### config.mk
export PLATFORM = sky130hd
export DESIGN_NAME = instr_feeder
export DESIGN_NICKNAME = d
export VERILOG_FILES = /design/src/rtl/instr_feeder.sv
export SDC_FILE = /design/constraint.sdc
export NUM_CORES = 1
export LEC_CHECK = 0
export ABC_AREA = 0
export CORE_MARGIN = 2
export CORE_UTILIZATION = 55
export DETAILED_ROUTE_END_ITERATION = 8
export DONT_BUFFER_PORTS = 1
export PLACE_DENSITY = 0.71
export SYNTH_ARGS = -nofsm -noshare
export SYNTH_HDL_FRONTEND = slang
export SYNTH_SLANG_ARGS = --single-unit
### constraint.sdc
create_clock -name i_clk -period 3.65 [get_ports i_clk]
set_input_delay 0.365 -clock i_clk [delete_from_list [all_inputs] [get_ports i_clk]]
set_output_delay 0.365 -clock i_clk [all_outputs]
set_load 0.02 [all_outputs]
### src/rtl/instr_feeder.sv
// Program sequencer feeding a multicycle processor: holds a loadable program memory,
// issues one instruction per Run pulse and waits for Done before fetching the next.
module instr_feeder #(
    parameter int AW      = 5,
    parameter int W       = 9,
    parameter int TIMEOUT = 7
) (
    input  logic          i_clk,
    input  logic          i_rst_n,
    input  logic          i_start,
    input  logic [AW-1:0] i_end_addr,
    input  logic          i_ld_en,
    input  logic [AW-1:0] i_ld_addr,
    input  logic [W-1:0]  i_ld_data,
    input  logic          i_done,
    output logic [W-1:0]  o_din,
    output logic          o_run,
    output logic          o_busy,
    output logic          o_halted,
    output logic          o_err,
    output logic [AW-1:0] o_pc
);

    localparam int CW = $clog2(TIMEOUT + 1);

    typedef enum logic [1:0] {
        S_IDLE,
        S_ISSUE,
        S_EXEC,
        S_HALT
    } state_t;

    state_t        r_state;
    logic [AW:0]   r_ptr;
    logic [AW-1:0] r_end;
    logic [2:0]    r_op;
    logic [CW-1:0] r_cnt;
    logic          r_err;
    logic [W-1:0]  r_mem [2**AW];

    logic          w_loadable;
    logic [W-1:0]  w_word;
    logic          w_imm;
    logic [AW:0]   w_nxt;

    assign w_loadable = (r_state == S_IDLE) || (r_state == S_HALT);
    assign w_word     = r_mem[r_ptr[AW-1:0]];
    assign w_imm      = (r_op == 3'b001) || (r_op == 3'b100) || (r_op == 3'b101);
    // The extra pointer bit makes running past the last address visible as a value above EndAddr.
    assign w_nxt      = r_ptr + {{AW{1'b0}}, w_imm};

    always_ff @(posedge i_clk) begin
        if (w_loadable && i_ld_en) begin
            r_mem[i_ld_addr] <= i_ld_data;
        end
    end

    always_ff @(posedge i_clk or negedge i_rst_n) begin
        if (!i_rst_n) begin
            r_state <= S_IDLE;
            r_ptr   <= '0;
            r_end   <= '0;
            r_op    <= '0;
            r_cnt   <= '0;
            r_err   <= 1'b0;
        end else begin
            case (r_state)
                S_IDLE, S_HALT: begin
                    if (i_start) begin
                        r_end   <= i_end_addr;
                        r_ptr   <= '0;
                        r_err   <= 1'b0;
                        r_state <= S_ISSUE;
                    end
                end
                S_ISSUE: begin
                    r_op    <= w_word[W-1 -: 3];
                    r_ptr   <= r_ptr + {{AW{1'b0}}, 1'b1};
                    r_cnt   <= '0;
                    r_state <= S_EXEC;
                end
                S_EXEC: begin
                    if (i_done) begin
                        if (w_nxt > {1'b0, r_end}) begin
                            r_state <= S_HALT;
                        end else begin
                            r_ptr   <= w_nxt;
                            r_state <= S_ISSUE;
                        end
                    end else if (r_cnt == CW'(TIMEOUT - 1)) begin
                        r_err   <= 1'b1;
                        r_state <= S_HALT;
                    end else begin
                        r_cnt <= r_cnt + {{(CW-1){1'b0}}, 1'b1};
                    end
                end
                default: r_state <= S_IDLE;
            endcase
        end
    end

    assign o_run    = (r_state == S_ISSUE);
    assign o_busy   = (r_state == S_ISSUE) || (r_state == S_EXEC);
    assign o_halted = (r_state == S_HALT);
    assign o_err    = r_err;
    assign o_pc     = r_ptr[AW-1:0];
    assign o_din    = o_busy ? w_word : '0;

endmodule

==> results of run 1 <==
## cell usage in the layout, fill, tap and decap left out, drive strengths merged, types with 3 or more instances in the layout
| master | Yosys | routed |
|---|---|---|
| a21oi | 10 | 10 |
| buf | 28 | 41 |
| o31ai | 8 | 8 |
| o21ai | 8 | 8 |
| mux2i | 19 | 19 |
| ha | 14 | 14 |
| nand2 | 21 | 21 |
| a211oi | 12 | 12 |
| edfxtp | 288 | 288 |
| a22oi | 7 | 7 |
| nand3 | 11 | 11 |
| inv | 14 | 15 |
| bufinv | 0 | 4 |
| dlygate4sd3 | 0 | 10 |
| or2 | 3 | 3 |
| mux2 | 7 | 7 |
| nand3b | 5 | 5 |
| xnor2 | 4 | 4 |
| clkinv | 0 | 17 |
| a2111oi | 6 | 6 |
| nor2 | 51 | 51 |
| dfrtp | 20 | 20 |
| and3 | 3 | 3 |
| nor2b | 14 | 14 |
| or3 | 3 | 3 |
| clkbuf | 13 | 34 |
| mux4 | 70 | 70 |
| o22ai | 9 | 9 |
## final cells by class
| class | count | share of cell area [%] |
|---|---|---|
| antenna | 1 | 0.0176 |
| clock buffer | 34 | 5.53 |
| clock inverter | 23 | 1.52 |
| inverter | 14 | 0.369 |
| multi-input combinational | 309 | 22.3 |
| sequential | 308 | 64.3 |
| tap | 285 | 2.50 |
| timing repair buffer | 51 | 3.51 |
## cells by family (layout without fill, tap and decap cells)
group | count (synthesis) | after routing | share of synthesized area (%)
AND/OR/NAND/NOR | 124 | 124 | 4.83
multiplexers | 96 | 96 | 14.6
XOR/XNOR | 6 | 6 | 0.417
AO/OA/AOI/OAI | 69 | 69 | 3.82
buffers and inverters | 55 | 122 | 2.38
flip-flops | 308 | 308 | 72.5
adder cells (fa/ha/maj) | 14 | 14 | 1.39
other | 0 | 1 | 0
## metal layers
metal / global-route usage (%) / up-vias / part of all wire [%]
met2: 37.5 / 284 / 50
met4: 5.94 / 0 / 2.4
met5: 0 / - / 0
met3: 4.62 / 44 / 7.8
met1: 30.1 / 3308 / 39
li1: - / 2797 / -
## worst reg2reg max path, delay by kind of cell, from the launching register on
kind / cells / cell delay (ns)
flip-flops: 1 / 0.32
buffers and inverters: 1 / 0.05
XOR/XNOR: 1 / 0.19
AND/OR/NAND/NOR: 4 / 0.83
AO/OA/AOI/OAI: 4 / 1.00
adder cells (fa/ha/maj): 2 / 0.66
## registers in the layout, summed over array words and instances (netlist names)
signal / flops
r_mem: 288
o_err: 1
r_cnt: 3
r_op: 3
r_state: 2
r_end: 5
r_ptr: 6
## power by group through the flow
stage | clock network (mW) | registers [mW] | logic, mW
after floorplan | 0 | 4.10 | 1.54
after global placement | 0 | 4.12 | 2.00
after detailed placement | 0 | 4.12 | 2.04
after CTS | 3.14 | 4.05 | 2.12
after global routing | 3.29 | 4.06 | 2.29
final | 3.09 | 4.05 | 2.11
## path summary, 6_finish.rpt
check / start / endpoint / slack [ns] / cells after the start
worst max register to register: r_op[2] / r_ptr[5] / 0.50 / 12
max in group asynchronous: i_rst_n / r_ptr[0] / 2.57 / 1
worst max-delay path: r_ptr[4] / o_din[6] / 0.28 / 6
worst min register to register: r_end[3] / r_end[3] / 0.51 / 1
min in group asynchronous: i_rst_n / o_err / 0.40 / 1
worst min-delay path: i_done / o_err / 0.09 / 3
## through the flow
step	hold WS (ns)	worst slack (ns)	cell area [µm²]	power [mW]	instances
5_1_grt	0.0841	0.121	14200	9.64	1025
3_5_place_dp	0.0699	0.563	13000	6.16	952
3_3_place_gp	0.0699	0.704	13000	6.11	952
4_1_cts	0.0617	0.136	14200	9.31	1024
2_1_floorplan	0.0694	0.658	12600	5.64	672
6_report	0.0855	0.282	14200	9.24	1025
## what timing repair did
action	CTS	global route
hold buffers	15	0
hold endpoints to repair	313	0
setup endpoints to repair	0	1
gates resized for setup	0	1
==> impl_metrics.env, run 1 <==
export IMPL_fmax_mhz=297
export IMPL_rows=55
export IMPL_netlist_top_cells_area="edfxtp_1 (69%), mux4_2 (12%), dfrtp_1 (4.0%)"
export IMPL_seqPwrFrac_pct=43.8
export IMPL_synth_edf_count=288
export IMPL_grt_max_degree=66
export IMPL_first_global_vias=6519
export IMPL_crit_fanout=18
export IMPL_clk_root_buffer_cell="clkbuf_16"
export IMPL_cts_buffers=31
export IMPL_finClkSkew_ns=0.0106
export IMPL_drc=0
export IMPL_fin_crit_ns=3.37
export IMPL_die_h_um=155
export IMPL_clk_path_buf_depth=3
export IMPL_pwr_share_comb_pct=22.8
export IMPL_initial_core_util_pct=55.9
export IMPL_multi_input_area_um2=3170
export IMPL_ys_dominant_reg_cell="edfxtp_1"
export IMPL_crit_type="reg -> out"
export IMPL_async_flop_share_pct=6.49
export IMPL_fin_crit_sh_pct=92.3
export IMPL_ys_seq_elements=308
export IMPL_internal_power_mw=6.72
export IMPL_syn_area_um2=12600
export IMPL_vias=6433
export IMPL_fill_cells=1562
export IMPL_synthTopCellsByCount="edfxtp_1 (288), mux4_2 (70), nor2_1 (51)"
export IMPL_rsz0062_at_grt="no"
export IMPL_die_w_um=155
export IMPL_coreArea_um2=22600
export IMPL_wl_per_cell_um=25.4
export IMPL_seq_area_frac_synth_pct=72.5
export IMPL_outcome="completed"
export IMPL_leakage_nw=4.58
export IMPL_critPathSlowestCell="dfrtp_1"
export IMPL_wl_mm=26.1
export IMPL_initialDrtViolationCount=566
export IMPL_avgSynthCellArea_um2=18.8
export IMPL_cp_start_kind="flop"
export IMPL_swShare_pct=27.3
export IMPL_endpoint_kind="output pin"
export IMPL_area_growth_syn_to_layout_pct=12.9
export IMPL_cap_violations=0
export IMPL_syn_inst=672
export IMPL_clkPwrFrac_pct=33.4
export IMPL_ys_warnings_count=0
export IMPL_grt_pass1_wl_mm=39.6
export IMPL_routabilityCongestion=0.821
export IMPL_critPathBufInv=1
export IMPL_grt_remaining_overflow=0
export IMPL_power_switching_mw=2.53
export IMPL_nets=753
export IMPL_grt_usage_pct=22.3
export IMPL_slew_headroom_pct=20.1
export IMPL_dpl_hpwl_mm=16.0
export IMPL_antenna_found_initial=3
export IMPL_yosysMostFrequentCell="edfxtp_1"
export IMPL_synth_largest_area_cell="edfxtp_1"
export IMPL_slowest_delay_ns=0.56
export IMPL_crit_arrival_ns=3.00
export IMPL_drtAntennaViolNets=0
export IMPL_die_area_um2=24200
export IMPL_cts_sinks=308
export IMPL_powerDensity_nw_per_um2=649
export IMPL_worstMarginPinSlew_ns=1.19
export IMPL_portBuffers=0
export IMPL_io_pins=42
export IMPL_report_final_slew_viol_count=0
export IMPL_path_cells="buf_4, and2_1, nand2b_1, o22ai_1, or4_1, nor2_1"
export IMPL_vias_per_cell=6.28
export IMPL_cts_setup_buffers=0
export IMPL_critical_path_top_delay_family="simple AND/OR/NAND/NOR gates"
export IMPL_htreeDepth=1
export IMPL_syn_nets=710
export IMPL_drive_gt1_share_pct=23.3
export IMPL_crit_required_ns=3.28
export IMPL_hold_violations=0
export IMPL_clkSlewWorstSetupHoldPaths_ns=0.06
export IMPL_clkLatencyLatePin_ns=0.56
export IMPL_cts_tree="built"
export IMPL_seqCellArea_um2=9160
export IMPL_hp_class="in -> reg"
export IMPL_final_util_pct=63.1
export IMPL_final_setup_viol_count=0
export IMPL_finalSetupTns_ns=0
export IMPL_dr_pass1_iters=5
export IMPL_yosysUniqueCellTypes=48
export IMPL_synth_top_cell_area_share_pct=68.6
export IMPL_vdd_drop_max_mv=0.659
Note: power is estimated with default switching activity, not from simulation.
==> inputs of run 2 (changes only) <==
==> constraint.sdc (replaced) <==
create_clock -name i_clk -period 3.9 [get_ports i_clk]
set_input_delay 0.39 -clock i_clk [delete_from_list [all_inputs] [get_ports i_clk]]
set_output_delay 0.39 -clock i_clk [all_outputs]
set_load 0.02 [all_outputs]
==> impl_metrics.env, run 2 (synthesized netlist as in run 1, its figures left out) <==
export IMPL_outcome="completed"
export IMPL_crit_arrival_ns=3.13
export IMPL_finalSetupTns_ns=0
export IMPL_grt_max_degree=35
export IMPL_routabilityCongestion=0.887
export IMPL_r2r_slack_ns=0.64
export IMPL_dr_pass1_iters=5
export IMPL_clkLatencyLatePin_ns=0.58
export IMPL_drive_gt1_share_pct=21.9
export IMPL_area_growth_syn_to_layout_pct=11.7
export IMPL_fin_hold_ws_ns=0.0966
export IMPL_clk_root_buffer_cell="clkbuf_16"
export IMPL_hold_violations=0
export IMPL_clk_path_buf_depth=3
export IMPL_grt_remaining_overflow=0
export IMPL_fin_crit_sh_pct=90.2
export IMPL_cts_sinks=308
export IMPL_final_setup_viol_count=0
export IMPL_drc=0
export IMPL_cts_setup_buffers=0
export IMPL_initial_core_util_pct=55.9
export IMPL_grt_usage_pct=22.5
export IMPL_powerDensity_nw_per_um2=604
export IMPL_report_final_slew_viol_count=0
export IMPL_clkSlewWorstSetupHoldPaths_ns=0.07
export IMPL_endpoint_kind="output pin"
export IMPL_first_global_vias=6679
export IMPL_drtAntennaViolNets=0
export IMPL_portBuffers=0
export IMPL_n_antenna_cell=0
export IMPL_rsz0062_at_grt="no"
export IMPL_die_area_um2=24200
export IMPL_leakage_nw=4.47
export IMPL_nets=740
export IMPL_cts_tree="built"
export IMPL_cap_violations=0
export IMPL_die_w_um=155
export IMPL_seqCellArea_um2=9160
export IMPL_holdBufCountCts=15
export IMPL_fill_cells=1574
export IMPL_layout_common_cells="edfxtp_1 (288), mux4_2 (70), nor2_1 (51)"
export IMPL_vias=6353
export IMPL_die_h_um=155
export IMPL_final_common_cell="edfxtp_1"
export IMPL_initialDrtViolationCount=758
export IMPL_vias_per_cell=6.31
export IMPL_cts_resized=0
export IMPL_fin_crit_ns=3.52
export IMPL_grt_pass1_wl_mm=40.3
export IMPL_crit_fanout=14
export IMPL_regMostFlops="r_mem"
export IMPL_rows=55
export IMPL_finClkSkew_ns=0.0309
export IMPL_hp_class="in -> reg"
export IMPL_multi_input_area_um2=3170
export IMPL_fmax_mhz=284
export IMPL_wl_mm=26.2
export IMPL_vdd_drop_max_mv=0.799
export IMPL_cts_buffers=30
export IMPL_dpl_hpwl_mm=16.2
export IMPL_cp_start_kind="flop"
export IMPL_slew_headroom_pct=21.5
export IMPL_htreeDepth=1
export IMPL_largest_reg_flops=288
export IMPL_worstMarginPinSlew_ns=1.17
export IMPL_antenna_found_initial=0
export IMPL_crit_type="reg -> out"
export IMPL_wl_per_cell_um=26.0
export IMPL_top_regs="r_mem: 288 flops, r_ptr: 6 flops, r_end: 5 flops"
export IMPL_io_pins=42
export IMPL_crit_required_ns=3.51
export IMPL_coreArea_um2=22600
## run 2: per-stage QoR
stage               area, µm²  power, mW  utilization (%)  worst slack, ns  instances
global route            14100       8.86             62.4            0.211       1007
CTS                     14100       8.57             62.4            0.367       1007
detailed placement      12900       5.78             57.3            0.720        940
floorplan               12600       5.28                -            0.908        672
global placement        12900       5.74             57.3            0.941        940
finish                  14100       8.51             62.4            0.382       1007
## run 2: area by class of cell
class | instances | share of cell area [%]
multi-input cells | 309 | 22.5
flip-flops and latches | 308 | 65.0
repair buffers | 39 | 2.95
inverters | 14 | 0.373
well taps | 285 | 2.53
clock buffers | 33 | 5.41
clock inverters | 19 | 1.21
## run 2: worst max-delay path, cell delays in order (launching register included)
cell and delay (ns):
dfrtp_4 0.57, buf_4 0.34, mux4_2 0.54, nor2b_1 0.16
a211oi_1 0.32, a21oi_1 0.09, nor2_1 0.21, a2111oi_1 0.11
buf_4 0.22
## run 2: path summary, 6_finish.rpt
| check | startpoint | cells after the start | to |
|---|---|---|---|
| worst max register to register | r_op[2] | 12 | r_ptr[5] |
| worst min register to register | r_end[1] | 1 | r_end[1] |
| min in group asynchronous | i_rst_n | 1 | r_cnt[0] |
| worst max-delay path | r_ptr[0] | 8 | o_din[2] |
| max in group asynchronous | i_rst_n | 1 | r_ptr[0] |
| worst min-delay path | i_ld_data[1] | 1 | r_mem[16][1] |
## run 2: per-layer routing
layer	global-route usage, %	share of wire (%)	vias to the layer above
met5	0	0	-
li1	-	-	2762
met1	31.3	41	3260
met4	5.72	2.4	0
met2	36.5	48	279
met3	5.32	8.0	52
## run 2: power by group
part           leakage (nW)  switching, mW  internal, mW
logic                  1.19           1.12         0.849
registers              2.84         0.0901          3.73
clock network         0.442           1.18          1.53
==> inputs of run 3 (changes only) <==
--- a/config.mk
+++ b/config.mk
@@ -10,6 +10,7 @@
 export CORE_UTILIZATION = 55
 export DETAILED_ROUTE_END_ITERATION = 8
 export DONT_BUFFER_PORTS = 1
+export MAX_ROUTING_LAYER = met4
 export PLACE_DENSITY = 0.71
 export SYNTH_ARGS = -nofsm -noshare
 export SYNTH_HDL_FRONTEND = slang
==> impl_metrics.env, run 3 (synthesized netlist as in run 1, its figures left out) <==
export IMPL_outcome="completed"
export IMPL_finClkSkew_ns=0.0350
export IMPL_drc=0
export IMPL_clk_path_buf_depth=3
export IMPL_clkSlewWorstSetupHoldPaths_ns=0.06
export IMPL_crit_required_ns=3.51
export IMPL_fin_crit_sh_pct=89.8
export IMPL_r2r_slack_ns=0.64
export IMPL_top_regs="r_mem: 288 flops, r_ptr: 6 flops, r_end: 5 flops"
export IMPL_hold_violations=0
export IMPL_r2r_end="r_ptr[5]"
export IMPL_wl_per_cell_um=25.9
export IMPL_final_setup_viol_count=0
export IMPL_htreeDepth=1
export IMPL_worstMarginPinSlew_ns=1.15
export IMPL_cts_tree="built"
export IMPL_first_global_vias=6660
export IMPL_grt_usage_pct=23.1
export IMPL_crit_type="reg -> out"
export IMPL_largest_reg_flops=288
export IMPL_slowest_delay_ns=0.64
export IMPL_vias=6366
export IMPL_antenna_found_initial=0
export IMPL_portBuffers=0
export IMPL_cap_violations=0
export IMPL_crit_arrival_ns=3.11
export IMPL_clkLatencyLatePin_ns=0.58
export IMPL_drive_gt1_share_pct=21.9
export IMPL_fin_crit_ns=3.50
export IMPL_coreArea_um2=22600
export IMPL_dr_pass1_iters=5
export IMPL_regMostFlops="r_mem"
export IMPL_drtAntennaViolNets=0
export IMPL_routabilityCongestion=0.902
export IMPL_finalSetupTns_ns=0
export IMPL_n_antenna_cell=0
export IMPL_nets=740
export IMPL_critPathMostFrequentCell="buf_4"
export IMPL_dpl_hpwl_mm=16.2
export IMPL_leakage_nw=4.47
export IMPL_slew_headroom_pct=22.8
export IMPL_cts_resized=0
export IMPL_die_area_um2=24200
export IMPL_cp_start_kind="flop"
export IMPL_r2r_start="r_op[2]"
export IMPL_place_inst=940
export IMPL_rr_worst_depth=12
export IMPL_grt_pass1_wl_mm=40.2
export IMPL_rsz0062_at_grt="no"
export IMPL_wl_mm=26.1
export IMPL_report_final_slew_viol_count=0
export IMPL_vias_per_cell=6.32
export IMPL_grt_max_degree=35
export IMPL_timing_critical_path_to="o_din[3]"
export IMPL_crit_fanout=28
export IMPL_final_common_cell="edfxtp_1"
export IMPL_cts_buffers=30
export IMPL_critical_path_top_delay_family="buffers and inverters"
export IMPL_cts_sinks=308
export IMPL_cp_num_cells=7
export IMPL_die_h_um=155
export IMPL_dpl_cell_area_um2=12900
export IMPL_critPathSlowestCell="a2111oi_1"
export IMPL_crit_start="r_ptr[0]"
export IMPL_initialDrtViolationCount=807
export IMPL_powerDensity_nw_per_um2=604
export IMPL_die_w_um=155
export IMPL_critPathBufInv=3
export IMPL_hp_class="in -> reg"
export IMPL_area_growth_syn_to_layout_pct=11.7
export IMPL_path_cells="buf_12, buf_4, mux4_2, nor2b_1, a211oi_1, a2111oi_1, buf_4"
export IMPL_clk_root_buffer_cell="clkbuf_16"
export IMPL_layout_common_cells="edfxtp_1 (288), mux4_2 (70), nor2_1 (51)"
export IMPL_fin_hold_ws_ns=0.0992
export IMPL_fmax_mhz=285
export IMPL_initial_core_util_pct=55.9
export IMPL_grt_remaining_overflow=0
export IMPL_endpoint_kind="output pin"
export IMPL_finalInstanceArea_um2=14100
export IMPL_io_pins=42
export IMPL_vdd_drop_max_mv=0.797
export IMPL_rows=55
export IMPL_stdcell_count=1007
## run 3: cell counts in the layout (fill, tap and decap cells not counted)
Identical to the previous run, type by type.
## run 3: area by class of cell
cell class,count,area (µm²)
multi-input cells,309,3170
repair buffers,39,415
clock buffers,33,762
clock inverters,19,170
inverters,14,52.6
fillers,1574,8490
well taps,285,357
flip-flops and latches,308,9160
## run 3: worst min-delay path by stage
stage | from | endpoint | cells past startpoint
finish | i_ld_data[1] | r_mem[16][1] | 1
global route | i_ld_data[1] | r_mem[16][1] | 1
CTS | i_ld_data[1] | r_mem[16][1] | 1
detailed placement | i_rst_n | r_state[0] | 0
global placement | i_rst_n | r_cnt[2] | 0
floorplan | i_rst_n | o_err | 0
## run 3: routing by layer
| layer | part of all wire, % | vias up | GRT usage (%) |
|---|---|---|---|
| li1 | - | 2763 | - |
| met1 | 41 | 3288 | 31.1 |
| met2 | 48 | 258 | 36.6 |
| met3 | 8.4 | 57 | 5.43 |
| met4 | 2.5 | 0 | 5.72 |
| met5 | 0 | - | - |
## run 3: where the power goes
group,total [mW],internal [mW],switching [mW]
sequential,3.82,3.73,0.0880
clock,2.72,1.53,1.18
combinational,1.97,0.850,1.12
total,8.51,6.12,2.39
## run 3: through the flow
stage | utilization (%) | power [mW] | worst slack [ns]
final | 62.4 | 8.51 | 0.397
after global routing | 62.4 | 8.86 | 0.211
after CTS | 62.4 | 8.57 | 0.367
after detailed placement | 57.3 | 5.78 | 0.720
after global placement | 57.3 | 5.74 | 0.941
after floorplan | - | 5.28 | 0.908
## run 3: repair_timing
item                      4_1_cts  5_1_grt
hold endpoints to repair      313        0
hold buffers                   15        0
setup buffers                   0        0
